==> src/rtl/crack_result_collector.sv <==
// Result collector for the RC4 key-search cores: latches the first winning key,
// flags exhaustion, broadcasts an abort and times the session.
module crack_result_collector #(
  parameter int NUM_CORES = 4,
  parameter int KEY_W     = 24,
  parameter int IDX_W     = 2,
  parameter int CNT_W     = 32
) (
  input  logic                       clock,
  input  logic                       reset_n,
  input  logic                       start,
  input  logic [NUM_CORES-1:0]       found,
  input  logic [NUM_CORES-1:0]       not_found,
  input  logic [NUM_CORES*KEY_W-1:0] key_flat,
  output logic [KEY_W-1:0]           result_key,
  output logic [IDX_W-1:0]           result_core,
  output logic                       result_valid,
  output logic                       exhausted,
  output logic                       busy,
  output logic                       core_abort,
  output logic [NUM_CORES-1:0]       done_mask,
  output logic [CNT_W-1:0]           elapsed
);

  typedef enum logic [1:0] {
    IDLE,
    SEARCHING,
    FOUND,
    EXHAUSTED
  } state_t;

  state_t               state_q, state_d;
  logic [KEY_W-1:0]     key_q, key_d;
  logic [IDX_W-1:0]     core_q, core_d;
  logic [NUM_CORES-1:0] mask_q, mask_d;
  logic [CNT_W-1:0]     elapsed_q, elapsed_d;

  logic                 win_any;
  logic [IDX_W-1:0]     win_idx;
  logic [KEY_W-1:0]     win_key;

  // Descending scan so the lowest-indexed finder is the last one written.
  always_comb begin
    win_any = 1'b0;
    win_idx = '0;
    win_key = '0;
    for (int i = NUM_CORES - 1; i >= 0; i--) begin
      if (found[i]) begin
        win_any = 1'b1;
        win_idx = IDX_W'(i);
        win_key = key_flat[i*KEY_W +: KEY_W];
      end
    end
  end

  always_comb begin
    state_d   = state_q;
    key_d     = key_q;
    core_d    = core_q;
    mask_d    = mask_q;
    elapsed_d = elapsed_q;
    case (state_q)
      SEARCHING: begin
        if (elapsed_q != {CNT_W{1'b1}}) begin
          elapsed_d = elapsed_q + CNT_W'(1);
        end
        mask_d = mask_q | found | not_found;
        if (win_any) begin
          state_d = FOUND;
          key_d   = win_key;
          core_d  = win_idx;
        end else if (&(mask_q | not_found)) begin
          state_d = EXHAUSTED;
        end
      end
      default: begin
        if (start) begin
          state_d   = SEARCHING;
          key_d     = '0;
          core_d    = '0;
          mask_d    = '0;
          elapsed_d = '0;
        end
      end
    endcase
  end

  always_ff @(posedge clock or negedge reset_n) begin
    if (!reset_n) begin
      state_q   <= IDLE;
      key_q     <= '0;
      core_q    <= '0;
      mask_q    <= '0;
      elapsed_q <= '0;
    end else begin
      state_q   <= state_d;
      key_q     <= key_d;
      core_q    <= core_d;
      mask_q    <= mask_d;
      elapsed_q <= elapsed_d;
    end
  end

  // key_q/core_q are cleared on every entry to SEARCHING, so they are zero outside FOUND.
  assign result_key   = key_q;
  assign result_core  = core_q;
  assign result_valid = (state_q == FOUND);
  assign exhausted    = (state_q == EXHAUSTED);
  assign busy         = (state_q == SEARCHING);
  assign core_abort   = result_valid | exhausted;
  assign done_mask    = mask_q;
  assign elapsed      = elapsed_q;

endmodule

==> config.mk <==
export PLATFORM = sky130hd
export DESIGN_NAME = crack_result_collector
export DESIGN_NICKNAME = d
export VERILOG_FILES = /design/src/rtl/crack_result_collector.sv
export SDC_FILE = /design/constraint.sdc
export NUM_CORES = 1
export LEC_CHECK = 0
export ABC_AREA = 1
export BUFFER_PORTS_ARGS = -buffer_cell sky130_fd_sc_hd__buf_2
export CORE_UTILIZATION = 45
export DETAILED_ROUTE_END_ITERATION = 12
export PLACE_DENSITY = 0.81
export SLEW_MARGIN = 20
export SYNTH_ARGS = -nofsm -noshare
export SYNTH_HDL_FRONTEND = slang
export SYNTH_SLANG_ARGS = --single-unit
==> constraint.sdc <==
create_clock -name clock -period 2.5 [get_ports clock]
set_clock_uncertainty 0.1 [all_clocks]
set_input_delay 0.5 -clock clock [delete_from_list [all_inputs] [get_ports clock]]
set_output_delay 0.5 -clock clock [all_outputs]
set_load 0.05 [all_outputs]
## After elaboration in Yosys (flattened, before gate mapping)

Index checks and enable logic that the tools add are counted.
Widths: inputs -> output; s select.

| word-level totals | value |
|---|---|
| bits in registers | 64 |
| bits of input ports | 107 |
| output and inout bits | 66 |
| word-level logic and storage cells | 49 |

| operators by class | value |
|---|---|
| $add $sub $neg | 1 |
| equality and inequality tests | 7 |
| muxes and demuxes | 27 |
| bitwise gates (word level) | 4 |
| reductions and logical operators | 5 |

Operators by type and width:

| cell | count |
|---|---|
| $mux 24 | 7 |
| $mux 32 | 3 |
| $add 32x1->32 const B | 1 |
| $ne 32x32->1 const B | 1 |
| $mux 2 | 11 |
| $or 4x4->4 | 3 |
| $mux 4 | 2 |
| $reduce_and 2->1 | 3 |
| $eq 2x2->1 const B | 2 |
| $mux 1 | 4 |
| $ne 2x1->1 const B | 2 |
| $reduce_and 4->1 | 1 |
| $ne 3x1->1 const B | 1 |
| $eq 2x1->1 const B | 1 |
| $reduce_bool 2->1 | 1 |
| $or 1x1->1 | 1 |

## Longest topological paths before layout

| depth | value |
|---|---|
| depth in word-level cells | 6 |
| gate-level depth with buffers | 11 |
| mapped depth without buffers | 9 |

## Worst setup path before layout

Ideal clock, no wire load.

| timing | value |
|---|---|
| path type | register to register |
| start point | register elapsed_q[0] (netlist: elapsed[0]) |
| end point | register elapsed_q[23] (netlist: elapsed[23]) |
| library setup time | 0.067 ns |
| arrival | 1.935 ns |
| required time | 2.333 ns |
| setup slack | 0.398 ns |
| stages on the path, launching flop included | 12 |
| buffers on the path | 2 |
| clock period less this slack | 2.102 ns |
| cell sequence | dfrtp_1 > ha_1 > inv_2 > nor2_4 > nand2_4 > nor2_4 > nand2_1 > nand2_2 > buf_6 > buf_6 > nand3_1 > nand2_1 |

| between the ends | value |
|---|---|
| longest elaborated chain between the ends | 3 |
| elaborated cells between the ends (all ways) | 6 |
| classes of those cells | 1 x add/sub; 2 x eq/ne; 2 x mux; 1 x reduce/logical |

RTL lines:

| item | line | source |
|---|---|---|
| from (decl) | 36 | `logic [CNT_W-1:0] elapsed_q, elapsed_d;` |
| from (signal assigned) | 100 | `elapsed_q <= elapsed_d;` |
| $add 32x1->32 or $ne 32x32->1 (tied branches) | 65, 64 |  |
| $mux 32 or $ne 2x1->1 (tied branches) | n/a |  |
| $mux 32 or $reduce_and 2->1 (tied branches) | n/a |  |

Several ways; a longest one is shown, not always the timed one. The select of a mux whose other input is x is not followed.
A chain may end at the register's enable or synchronous reset.

## Worst setup path after layout

| timing | value |
|---|---|
| start point | register state_q[1] |
| end point | output port busy |

| between the ends | value |
|---|---|
| longest elaborated chain between the ends | 1 |

RTL lines:

| item | line | source |
|---|---|---|
| from (decl) | 32 | `state_t state_q, state_d;` |
| from (signal assigned) | 96 | `state_q <= state_d;` |
| $eq 2x1->1 | 109 | `assign busy = (state_q == SEARCHING);` |
| to (decl) | 19 | `output logic busy,` |

No other way between the ends.

==> results.sh <==
export IMPL_status="finished, final reports clean"
export IMPL_maxCapViolations=0
export IMPL_final_layout_size_suffix_gt1_share_pct=28.2
export IMPL_overflow=0
export IMPL_clockRootBuffer="clkbuf_8"
export IMPL_async_flop_share_pct=100
export IMPL_die_y_um=97.1
export IMPL_hold_violations=0
export IMPL_yosys_area_top_type="dfrtp_1"
export IMPL_max_slew_margin_pct=59.8
export IMPL_setup_viol=0
export IMPL_netlist_area_leader_share_pct=39.4
export IMPL_report_final_slew_viol_count=0
export IMPL_worstPathRequired_ns=1.90
export IMPL_dpl_hpwl_mm=9.49
export IMPL_wirelength_mm=12.5
export IMPL_layout_nets=878
export IMPL_ys_top_cells_by_count="220 x nand2_1, 64 x dfrtp_1, 63 x nand3_1, 60 x nor2_1, 37 x o21ai_0"
export IMPL_cts_buffers=9
export IMPL_via_per_inst=5.35
export IMPL_synthAdderAreaFrac_pct=0.308
export IMPL_max_freq_mhz=478
export IMPL_fin_area_sq_um=5220
export IMPL_cp_startpoint="state_q[1]"
export IMPL_finalWeightedCongestion=0.896
export IMPL_start_kind="flip-flop"
export IMPL_cts_setup_buffers=0
export IMPL_synth_edff_count=0
export IMPL_syn_inst=603
export IMPL_place_area_sq_um=5020
export IMPL_powerDensity_nw_per_um2=951
export IMPL_port_buffers=172
export IMPL_synth_xor_area_share_pct=2.37
export IMPL_rsz0062_at_grt="false"
export IMPL_drt_iter0_drc=173
export IMPL_rows=34
export IMPL_dp_cells=867
export IMPL_end_kind="output pin"
export IMPL_multi_input_area_sq_um=2190
export IMPL_drc=0
export IMPL_syn_nets=711
export IMPL_fin_setup_tns_ns=0
export IMPL_fill_cells=828
export IMPL_yosysUniqueCellTypes=27
export IMPL_hold_buffers=0
export IMPL_syn_cell_area_sq_um=4070
export IMPL_switching_share_pct=51.4
export IMPL_period_share_pct=83.7
export IMPL_synth_area_leaders="dfrtp_1 39%, nand2_1 20%, nand3_1 7.7%"
export IMPL_core_sq_um=8720
export IMPL_synthSimpleGateAreaFrac_pct=37.2
export IMPL_crit_type="flip-flop to output pin"
export IMPL_start_util_pct=46.7
export IMPL_die_w_um=97.1
export IMPL_p_sw_mw=2.55
export IMPL_syn_to_final_growth_pct=28.3
export IMPL_clk_path_buf_depth=2
export IMPL_avgSynthCellArea_sq_um=6.75
export IMPL_register_area_sq_um=1600
export IMPL_irDropWorstVdd_mv=0.772
export IMPL_diodes=0
export IMPL_grt_first_pass_wirelength_mm=20.5
export IMPL_wl_per_cell_um=14.2
export IMPL_p_seq_share_pct=30.6
export IMPL_via_count=4714
export IMPL_clkPwrFrac_pct=18.2
export IMPL_r2r_start="elapsed[0]"
export IMPL_cp_data_arrival_time_ns=1.49
export IMPL_ys_warn_count=0
export IMPL_io_pins=173
export IMPL_holdWs_ns=0.00434
export IMPL_antenna_found_initial=0
export IMPL_cts_tree="yes"
export IMPL_grt_pass1_vias=4524
export IMPL_muxShareOfSynthArea_pct=0
export IMPL_clkLatencyLatePin_ns=0.34
export IMPL_die_area_sq_um=9430
export IMPL_clkTransAtPathRegs_ns=0.07
export IMPL_layoutNonFillerInstCount=881
export IMPL_dr_pass1_iters=4
export IMPL_cts_resized=0
export IMPL_seq_area_frac_synth_pct=39.4
export IMPL_grt_start_max_net_pins=47
export IMPL_power_mw=4.96
export IMPL_ys_flop_type="dfrtp_1"
export IMPL_synth_compound_area_share_pct=13.8
export IMPL_htree_levels=3
export IMPL_grt_total_usage_pct=26.9
export IMPL_ant_nets=0
export IMPL_critPathMaxFanout=11
export IMPL_synth_most_common_cell="nand2_1"
export IMPL_synth_top_family_by_area="simple AND/OR/NAND/NOR gates"
export IMPL_static_leakage_power_nw=2.66
export IMPL_hold_path_class="primary input to asynchronous set/reset pin"
export IMPL_tightest_slew_ns=0.601
export IMPL_intPower_mw=2.41
export IMPL_period_needed_ns=2.09
export IMPL_synth_seq_cells=64
export IMPL_pwr_share_comb_pct=51.2
export IMPL_cts_sinks=64
==> flip-flops by register name (all words and copies together), names as in the netlist <==
name         cells
elapsed         32
state_q          2
result_core      2
result_key      24
done_mask        4
==> cell usage in the layout, fill, tap and decap left out, drive strengths merged, types with 2 or more instances in the layout <==
master	n
nand2	225
buf	183
nor2	67
dfrtp	64
nand3	63
o21ai	45
inv	39
a21oi	27
o211ai	24
clkbuf	11
xor2	8
xnor2	3
nand4	2
or2	2
a31oi	2
nor3	2
==> routing by layer <==
layer | routed length (um) | GRT usage, % | vias up
met3 | 1030 | 5.61 | 40
met4 | 470 | 13.2 | 0
met5 | 0 | 0 | -
li1 | - | - | 2286
met2 | 6240 | 47.7 | 243
met1 | 4770 | 30.5 | 2145
==> worst max-delay path: stages, from the launching register on <==
cell and delay (ns):
dfrtp_1 0.45, nor2_4 0.20, buf_4 0.22, buf_2 0.28
==> power by group through the flow <==
stage	clock [mW]	combinational, mW	sequential, mW
2_1_floorplan	0	0.965	2.42
3_3_place_gp	0	2.51	1.52
3_5_place_dp	0	2.54	1.53
4_1_cts	0.917	2.54	1.52
5_1_grt	0.957	2.69	1.55
6_report	0.905	2.54	1.52
==> cell families after synthesis <==
kind of cell / after synthesis
compound gates: 99
xor+xnor: 11
fa+ha+maj: 1
buf+inv: 66
flops: 64
simple gates: 362
==> final cells by class <==
| type | count | share of cell area, % |
|---|---|---|
| Multi-Input combinational cell | 473 | 41.9 |
| Inverter | 39 | 2.81 |
| Timing Repair Buffer | 183 | 18.3 |
| Sequential cell | 64 | 30.7 |
| Tap cell | 108 | 2.59 |
| Clock buffer | 11 | 2.90 |
| Clock inverter | 3 | 0.815 |
==> metrics by stage <==
step / utilization, % / setup slack [ns]
after floorplan: - / 0.398
after detailed placement: 57.6 / 0.495
final: 59.8 / 0.408
after global routing: 59.8 / 0.331
after CTS: 59.8 / 0.387
after global placement: 57.6 / 0.570
==> path summary, 6_finish.rpt <==
path	to	slack [ns]	cells after the start
max in group asynchronous	elapsed[26]	1.69	2
worst min-delay path	elapsed[11]	0.004	1
worst max register to register	elapsed[0]	0.54	10
worst min register to register	result_key[15]	0.40	2
worst max-delay path	busy	0.41	3
min in group clock	result_key[22]	0.29	3
Note: power is estimated with default switching activity, not from simulation.
